### config.mk
export PLATFORM = sky130hd
export DESIGN_NAME = amo_sequencer
export DESIGN_NICKNAME = d
export VERILOG_FILES = /design/src/rtl/amo_sequencer.sv
export SDC_FILE = /design/constraint.sdc
export NUM_CORES = 1
export LEC_CHECK = 0
export ABC_AREA = 1
export CELL_PAD_IN_SITES_DETAIL_PLACEMENT = 2
export CELL_PAD_IN_SITES_GLOBAL_PLACEMENT = 2
export CORE_MARGIN = 2
export CORE_UTILIZATION = 33
export CTS_CLUSTER_SIZE = 14
export DETAILED_ROUTE_END_ITERATION = 7
export PLACE_DENSITY_LB_ADDON = 0.1
export SKIP_LAST_GASP = 1
export SYNTH_ARGS = -nofsm -noshare
export SYNTH_HDL_FRONTEND = slang
export SYNTH_SLANG_ARGS = --single-unit
### constraint.sdc
create_clock -name clk -period 7.3 [get_ports clk]
set_input_delay 2.19 -clock clk [delete_from_list [all_inputs] [get_ports clk]]
set_output_delay 2.19 -clock clk [all_outputs]
set_load 0.005 [all_outputs]
### src/rtl/amo_sequencer.sv
// Data-side sequencer: forwards loads/stores to the 64-bit memory bus and runs AMO/LR/SC as read-modify-write.
// Latency: plain/LR response one cycle after mem_rvalid; AMO adds a store phase. One transaction at a time; core_ready only in IDLE.
// Backpressure: mem_valid holds request fields stable until mem_ready; core requests are refused outside IDLE.
module amo_sequencer (
  input  logic        clk,
  input  logic        rst,
  input  logic        core_valid,
  output logic        core_ready,
  input  logic [63:0] core_addr,
  input  logic        core_wen,
  input  logic [63:0] core_wdata,
  input  logic [7:0]  core_wmask,
  input  logic        core_is_amo,
  input  logic [4:0]  core_amo_op,
  input  logic        core_amo_is_w,
  output logic        core_rvalid,
  output logic [63:0] core_rdata,
  output logic        mem_valid,
  input  logic        mem_ready,
  output logic [63:0] mem_addr,
  output logic        mem_wen,
  output logic [63:0] mem_wdata,
  output logic [7:0]  mem_wmask,
  input  logic        mem_rvalid,
  input  logic [63:0] mem_rdata
);

  localparam logic [4:0] OP_ADD  = 5'b00000;
  localparam logic [4:0] OP_SWAP = 5'b00001;
  localparam logic [4:0] OP_LR   = 5'b00010;
  localparam logic [4:0] OP_SC   = 5'b00011;
  localparam logic [4:0] OP_XOR  = 5'b00100;
  localparam logic [4:0] OP_OR   = 5'b01000;
  localparam logic [4:0] OP_AND  = 5'b01100;
  localparam logic [4:0] OP_MIN  = 5'b10000;
  localparam logic [4:0] OP_MAX  = 5'b10100;
  localparam logic [4:0] OP_MINU = 5'b11000;
  localparam logic [4:0] OP_MAXU = 5'b11100;

  typedef enum logic [2:0] {
    IDLE    = 3'd0,
    REQ     = 3'd1,
    WAIT    = 3'd2,
    ST_REQ  = 3'd3,
    ST_WAIT = 3'd4,
    RESP    = 3'd5
  } state_t;

  state_t      state_q, state_d;
  logic        out_en_q;
  logic [63:0] addr_q;
  logic        wen_q;
  logic [63:0] wdata_q;
  logic [7:0]  wmask_q;
  logic        is_amo_q;
  logic [4:0]  op_q;
  logic        is_w_q;
  logic [63:0] result_q;
  logic [63:0] new_q;
  logic        resv_vld_q;
  logic [60:0] resv_dw_q;

  logic        accept;
  logic        in_is_sc;
  logic        in_resv_hit;
  logic        is_lr_q;
  logic        is_sc_q;
  logic        is_rmw_q;
  logic [31:0] old_lane;
  logic [63:0] old_ext;
  logic [63:0] rs2_ext;
  logic [63:0] alu;
  logic [7:0]  lane_mask;
  logic [63:0] st_data;

  assign accept      = core_valid && core_ready;
  assign in_is_sc    = core_is_amo && (core_amo_op == OP_SC);
  assign in_resv_hit = resv_vld_q && (resv_dw_q == core_addr[63:3]);
  assign is_lr_q     = is_amo_q && (op_q == OP_LR);
  assign is_sc_q     = is_amo_q && (op_q == OP_SC);
  assign is_rmw_q    = is_amo_q && !is_lr_q && !is_sc_q;

  // .W operands are sign-extended so one 64-bit ALU serves both widths;
  // sign extension preserves unsigned ordering, and only new[31:0] is stored.
  assign old_lane = addr_q[2] ? mem_rdata[63:32] : mem_rdata[31:0];
  assign old_ext  = is_w_q ? {{32{old_lane[31]}}, old_lane} : mem_rdata;
  assign rs2_ext  = is_w_q ? {{32{wdata_q[31]}}, wdata_q[31:0]} : wdata_q;

  always_comb begin
    alu = rs2_ext;
    case (op_q)
      OP_SWAP: alu = rs2_ext;
      OP_ADD:  alu = old_ext + rs2_ext;
      OP_XOR:  alu = old_ext ^ rs2_ext;
      OP_AND:  alu = old_ext & rs2_ext;
      OP_OR:   alu = old_ext | rs2_ext;
      OP_MIN:  alu = ($signed(old_ext) < $signed(rs2_ext)) ? old_ext : rs2_ext;
      OP_MAX:  alu = ($signed(old_ext) > $signed(rs2_ext)) ? old_ext : rs2_ext;
      OP_MINU: alu = (old_ext < rs2_ext) ? old_ext : rs2_ext;
      OP_MAXU: alu = (old_ext > rs2_ext) ? old_ext : rs2_ext;
      default: alu = rs2_ext;
    endcase
  end

  assign lane_mask = is_w_q ? (addr_q[2] ? 8'hF0 : 8'h0F) : 8'hFF;
  assign st_data   = is_w_q ? {new_q[31:0], new_q[31:0]} : new_q;

  always_ff @(posedge clk or negedge rst) begin
    if (!rst) begin
      state_q <= IDLE;
    end else begin
      state_q <= state_d;
    end
  end

  always_comb begin
    state_d = state_q;
    case (state_q)
      IDLE: begin
        if (accept) begin
          if (in_is_sc) state_d = in_resv_hit ? ST_REQ : RESP;
          else          state_d = REQ;
        end
      end
      REQ:     if (mem_ready)  state_d = WAIT;
      WAIT:    if (mem_rvalid) state_d = is_rmw_q ? ST_REQ : RESP;
      ST_REQ:  if (mem_ready)  state_d = ST_WAIT;
      ST_WAIT: if (mem_rvalid) state_d = RESP;
      RESP:    state_d = IDLE;
      default: state_d = IDLE;
    endcase
  end

  // Outputs are zero outside their active states so reset forces every output low.
  always_comb begin
    core_ready  = (state_q == IDLE) && out_en_q;
    core_rvalid = (state_q == RESP);
    core_rdata  = (state_q == RESP) ? result_q : 64'd0;
    mem_valid   = 1'b0;
    mem_addr    = 64'd0;
    mem_wen     = 1'b0;
    mem_wdata   = 64'd0;
    mem_wmask   = 8'd0;
    case (state_q)
      REQ: begin
        mem_valid = 1'b1;
        mem_addr  = addr_q;
        if (!is_amo_q) begin
          mem_wen   = wen_q;
          mem_wdata = wdata_q;
          mem_wmask = wmask_q;
        end
      end
      ST_REQ: begin
        mem_valid = 1'b1;
        mem_addr  = addr_q;
        mem_wen   = 1'b1;
        mem_wdata = st_data;
        mem_wmask = lane_mask;
      end
      default: ;
    endcase
  end

  always_ff @(posedge clk or negedge rst) begin
    if (!rst) begin
      out_en_q <= 1'b0;
      addr_q   <= 64'd0;
      wen_q    <= 1'b0;
      wdata_q  <= 64'd0;
      wmask_q  <= 8'd0;
      is_amo_q <= 1'b0;
      op_q     <= 5'd0;
      is_w_q   <= 1'b0;
      result_q <= 64'd0;
      new_q    <= 64'd0;
    end else begin
      out_en_q <= 1'b1;
      if (accept) begin
        addr_q   <= core_addr;
        wen_q    <= core_wen;
        wdata_q  <= core_wdata;
        wmask_q  <= core_wmask;
        is_amo_q <= core_is_amo;
        op_q     <= core_amo_op;
        is_w_q   <= core_amo_is_w;
        if (in_is_sc) begin
          new_q    <= core_wdata;
          result_q <= {63'd0, !in_resv_hit};
        end
      end else if (state_q == WAIT && mem_rvalid) begin
        if (is_rmw_q) begin
          result_q <= old_ext;
          new_q    <= alu;
        end else if (is_lr_q) begin
          result_q <= old_ext;
        end else begin
          result_q <= mem_rdata;
        end
      end
    end
  end

  // Single reservation: any SC, or any store hitting the reserved dword, drops it.
  always_ff @(posedge clk or negedge rst) begin
    if (!rst) begin
      resv_vld_q <= 1'b0;
      resv_dw_q  <= 61'd0;
    end else if (accept) begin
      if (in_is_sc || (!core_is_amo && core_wen && in_resv_hit)) resv_vld_q <= 1'b0;
    end else if (state_q == WAIT && mem_rvalid) begin
      if (is_lr_q) begin
        resv_vld_q <= 1'b1;
        resv_dw_q  <= addr_q[63:3];
      end else if (is_rmw_q && resv_dw_q == addr_q[63:3]) begin
        resv_vld_q <= 1'b0;
      end
    end
  end

endmodule

Word level (Yosys, flattened, before mapping) --
Index checks and enable logic that the tools add are counted.
Storage, ports and cells: bits in writable memories 0, logic and storage cells 117, bits in registers 338, memories kept 0, bits in latches 0, memory bits (read-only) 0, input port bits 213
Cells by class: multipliers 0, add/sub/neg operators 1, shifts and indexed selects 0, reductions and logical operators 28, div/mod/pow operators 0, bitwise operators 4, mux-type cells 43, order comparisons 4, equal/unequal tests 24
Operators with widths (number):
- 64-bit two-way mux | 19
- 64-bit case mux with 8 select lines | 1
- 64-bit > comparator | 2
- 64-bit less-than comparator | 2
- 64-bit case mux with 2 select lines | 1
- 61-bit equality test | 2
- 64-bit adder | 1
- 64-bit AND | 1
- 64-bit OR | 1
- 64-bit bitwise XOR | 1
- 32-bit two-way mux | 1
- 3-bit two-way mux | 8
- 8-bit two-way mux | 3
- 5-bit equality test, second input constant | 4
- 8-bit case mux with 2 select lines | 1
- 5-bit by 2-bit equality test with 1-bit output, second input constant | 3
- 3-bit case mux with 5 select lines | 1
- 1-bit logical AND | 12
- 5-bit by 4-bit equality test with 1-bit output, second input constant | 2
- 2-bit != test, second input constant | 5
- 3-bit AND reduction | 3
- 1-bit two-way mux | 7
- 3-bit by 2-bit equality test with 1-bit output, second input constant | 2
- 3-bit equality test, second input constant | 2
- other kinds (14) | 19

Depth between registers and ports, before layout --
depth after elaboration 10, mapped depth 30, depth with buffers taken out 27

Worst setup path after synthesis --
Ideal clock, no wire load.
path kind input to register, start in mem_rdata[63], end reg new_q[10], required time 7.176 ns, buffers on the path 3, arrival 5.017 ns, stages 20, path slack 2.159 ns, setup time 0.124 ns, path through inv_1 > o21ai_1 > clkbuf_1 > a21oi_1 > inv_1 > ha_1 > buf_2 > nor2_2 > nand3_1 > nor2_1 > nand4_1 > nor3b_2 > nand2_1 > nand2_2 > clkbuf_1 > nand2_1 > nand3_1 > nand3_1 > o21bai_1 > a21oi_1
Between the ends: cells in the longest elaborated chain, start to end 8, elaborated cells on any way between the ends 14
RTL lines:
- from (decl) | RTL line 25 | input logic [63:0] mem_rdata
- 32-bit two-way mux | RTL line 85 | assign old_lane = addr_q[2] ? mem_rdata[63:32] : mem_rdata[31:0];
- 64-bit two-way mux (*) | RTL line 86 | assign old_ext = is_w_q ? {{32{old_lane[31]}}, old_lane} : mem_rdata;
- 64-bit > comparator (tied with other cells) | RTL line 100 | OP_MAXU: alu = (old_ext > rs2_ext) ? old_ext : rs2_ext;
- 64-bit two-way mux, on equally long branches
- 64-bit case mux with 8 select lines (*) | RTL line 91 | case (op_q)
- 64-bit two-way mux (*) | RTL line 192 | if (is_rmw_q) begin
- 64-bit two-way mux (*) | RTL line 191 | end else if (state_q == WAIT && mem_rvalid) begin
- 64-bit two-way mux (*) | RTL line 179 | if (accept) begin
- to (signal assigned) | RTL line 188 | new_q <= core_wdata;
- to (signal assigned) | RTL line 194 | new_q <= alu;
- to (decl) | RTL line 59 | logic [63:0] new_q;
Every way passes the cells marked *; elsewhere a longest branch is shown, timed or not. The select of a mux whose other input is x is not followed. A chain may end at the register's enable or synchronous reset.

Worst setup path in the final report --
start in mem_rdata[31], end reg new_q[32]
The elaborated chain is that of the path after synthesis.

==> metrics.md <==
| Metric | Value |
|---|---|
| Async S/R FF share, synth | 100.0% |
| Most common cell in the synthesized netlist | nand2_1 |
| DR vias/cell | just under 6 |
| Core ar. | between 90000 and 100000 um^2 |
| Register area share after synthesis | around a quarter |
| # fillers | around 12000 |
| DR WL/cell | around 28 um |
| EDFF count, synth | 0 |
| Maximum vdd drop | ~520 uV |
| Max-slew headroom | a little under a quarter |
| Clock Latency Late Sink | roughly 0.65 ns |
| Final Cell Area | about 40000 um^2 |
| Placed Cells incl. Taps | 6721 |
| Yosys top cell area share | a little over a quarter |
| Initial Utilization | 33.21% |
| Num CTS Buffers | between 40 and 50 |
| First-pass GRT wire length | about 280000 um |
| Clock skew | ~0.045 ns |
| CP Data Required Time | approximately 7.8 ns |
| Pre-antenna DRT Iters | 5 |
| GRT Overall Usage | 37.50% |
| Hold Vio Cnt, Final | 0 |
| GPL Wtd Cong | between 0.9 and 1 |
| DRT iter0 DRCs | 3567 |
| Overall power | 24.40 mW |
| Post-route minimum period | between 7 and 8 ns |
| Synth Warn # | 0 |
| Post-DP Area | ~38000 um^2 |
| Post_cts resized | 0 |
| Vias post-DR | roughly 39000 |
| CP top delay family | buffers and inverters |
| Die X-Extent | ~320 um |
| Setup ws final | roughly 0.2 ns |
| Nets | between 5000 and 6000 |
| Post-detail-place hpwl | approximately 150000 um |
| Port bufs | ~420 |
| CP Max Fanout | 36 |
| CTS tree | built |
| Worst-path cell chain | clkdlybuf4s50_1 > nand3_1 > o21ai_2 > buf_12 > a21oi_1 > inv_1 > ha_1 > inv_1 > a21oi_1 > o21a_1 > nand2_1 > nand2_1 > nand2_1 > a21oi_4 > buf_4 > nand3_1 > nand2_4 > buf_12 > nand3_1 > nand3_1 > nand2_1 > o21bai_1 > a21oi_1 |
| Multi-input gate area | between 15000 and 20000 um^2 |
| Die Footprint | about 100000 um^2 |
| Main synth FF type | dfrtp_1 |
| Setup tns final | 0 ns |
| Worst Hold Slack | ~0.48 ns |
| Post-Synthesis Cells | roughly 5000 |
| Congestion Overflow GR | 0 |
| CP bufs+invs | 6 |
| Cts hold-fix bufs | 0 |
| Final Setup Violations | 0 |
| Endpoint class of the critical path | flop |
| CP max stage cell | clkdlybuf4s50_1 |
| Minimum setup slack after placement | -0.1580 ns |
| Maximum clock frequency | roughly 140 MHz |
| Root buf cell | clkbuf_16 |
| Pins Over Slew Limit | 0 |
| H-tree levels | 2 |
| Netlist cell types | 53 |
| Share of layout cells above drive strength 1 | 5.866% |
| CTS clk-pin slew, worst paths | roughly 0.06 ns |
| Final design utilization | 40.99% |
| Tightest Pin Transition | approximately 1.1 ns |
| WP data arrival | approximately 7.6 ns |
| Row count | about 110 |
| DRC violations left | 0 |
| Post-CTS Setup Bufs | 0 |
| Antenna violations before repair | 13 |
| Crit Path Class | in -> reg |
| Max cap viols | 0 |
| Post-Syn Area | roughly 32000 um^2 |
| Clock Path Buffers | 3 |
| Worst setup SP type | input port |
| Most area-consuming cells after synthesis | dfrtp_1 26%, nand2_1 15%, nand3_1 8.5% |
| Unrepaired setup endpoints after global routing | no |
| Pin count of the biggest net entering global routing | ~150 |
| Synthesized area per cell | roughly 6.2 um^2 |
| Power density cells | between 600 and 700 nW/um^2 |
| Lkg Pwr | between 15 and 20 nW |
| Clk sink count | around 340 |
| Part of the cycle the worst path needs | 97.33% |
| Post-synth top area cell | dfrtp_1 |
| Seq. cell area | about 8500 um^2 |
| # IOs | roughly 420 |
| Fin cells | 6803 |
| Syn_nets | 5557 |
| Final wirelength | between 150000 and 200000 um |
| Die Ht | between 300 and 400 um |
| Critical Path Max Stage Delay | between 0.7 and 0.8 ns |
| Top cells by count, synth | 1248 x nand2_1, 657 x inv_1, 542 x nand3_1, 495 x nor2_1, 462 x o21ai_0 |
| Status | complete, no violations |
| Vias in the first global route | roughly 41000 |
| Hold Crit Class | reg -> reg |
| Number of synthesized register bits | 338 |
| Antenna-violating nets left | 0 |
| Area growth from synthesis to layout | 23.42% |
-- placed cells by master, fill, tap and decap left out, types with 12 or more instances in the layout --
cell                n
nand2_1          1245
inv_1             654
nand3_1           541
nor2_1            486
o21ai_0           462
clkdlybuf4s50_1   415
a21oi_1           341
dfrtp_1           338
ha_1              192
buf_4             156
o211ai_1           71
o22ai_1            60
o21bai_1           45
xnor2_1            44
nand4_1            44
clkbuf_16          43
or2_2              40
o21ai_1            35
a32o_1             32
o32ai_1            31
a221oi_1           27
nor3_1             20
xor2_1             17
nor4_1             15
a31oi_1            13
a211oi_1           13
buf_12             13
clkbuf_1           12
-- layer usage --
layer  up-vias  global-route usage, %  share of wire [%]
met1     20020                  51.17                 43
li1      17570                      -                  -
met5         -                      0              0.062
met3       313                  6.703                7.9
met4        18                  19.57                6.0
met2      1517                  56.45                 43
-- flip-flops by register name, summed over array words and instances (netlist names), 3 cells and up --
name,cells
addr_q,64
result_q,64
op_q,5
state_q,3
wmask_q,8
new_q,64
wdata_q,64
resv_dw_q,61
-- area by class of cell --
type                    count  share of cell area (%)
clock buffers              65                   3.180
diodes                      4                 0.02529
flip-flops and latches    338                   21.37
well taps                1276                   4.034
clock inverters            13                  0.3920
multi-input cells        3846                   50.41
repair buffers            585                   14.15
inverters                 676                   6.440
-- kinds of logic (layout without fill, tap and decap cells) --
kind of cell,count (synthesis),count (layout),synth area share (%)
adder cells (fa/ha/maj),193,193,7.554
flip-flops,338,338,26.38
XOR/XNOR,61,61,1.666
AND/OR/NAND/NOR,2428,2428,31.68
other,1,5,0.01169
AO/OA/AOI/OAI,1163,1163,20.94
buffers and inverters,967,1339,11.77
-- tightest hold or removal path, cell delays in order, from the launching register on --
cell and delay [ns]:
dfrtp_1 0.34, nand2_1 0.06, nand2_1 0.05
-- power by group --
group	internal [mW]	switching (mW)	total (mW)
sequential	2.73	0.778	3.51
combinational	5.50	13.2	18.7
clock	1.26	0.968	2.23
total	9.50	14.9	24.4
-- worst paths after layout --
kind | slack, ns | end | cells after the start | startpoint
setup / recovery | 0.19 | new_q[32]$_DFFE_PN0P_ | 23 | mem_rdata[31]
min in group asynchronous | 1.51 | result_q[48]$_DFFE_PN0P_ | 1 | rst
max in group asynchronous | 4.48 | addr_q[42]$_DFFE_PN0P_ | 2 | rst
hold / removal | 0.48 | wmask_q[3]$_DFFE_PN0P_ | 2 | wmask_q[3]$_DFFE_PN0P_
setup reg to reg | 1.44 | new_q[32]$_DFFE_PN0P_ | 22 | is_w_q$_DFFE_PN0P_
hold reg to reg | 0.48 | wmask_q[3]$_DFFE_PN0P_ | 2 | wmask_q[3]$_DFFE_PN0P_
Power figures use the tool's default switching activity.
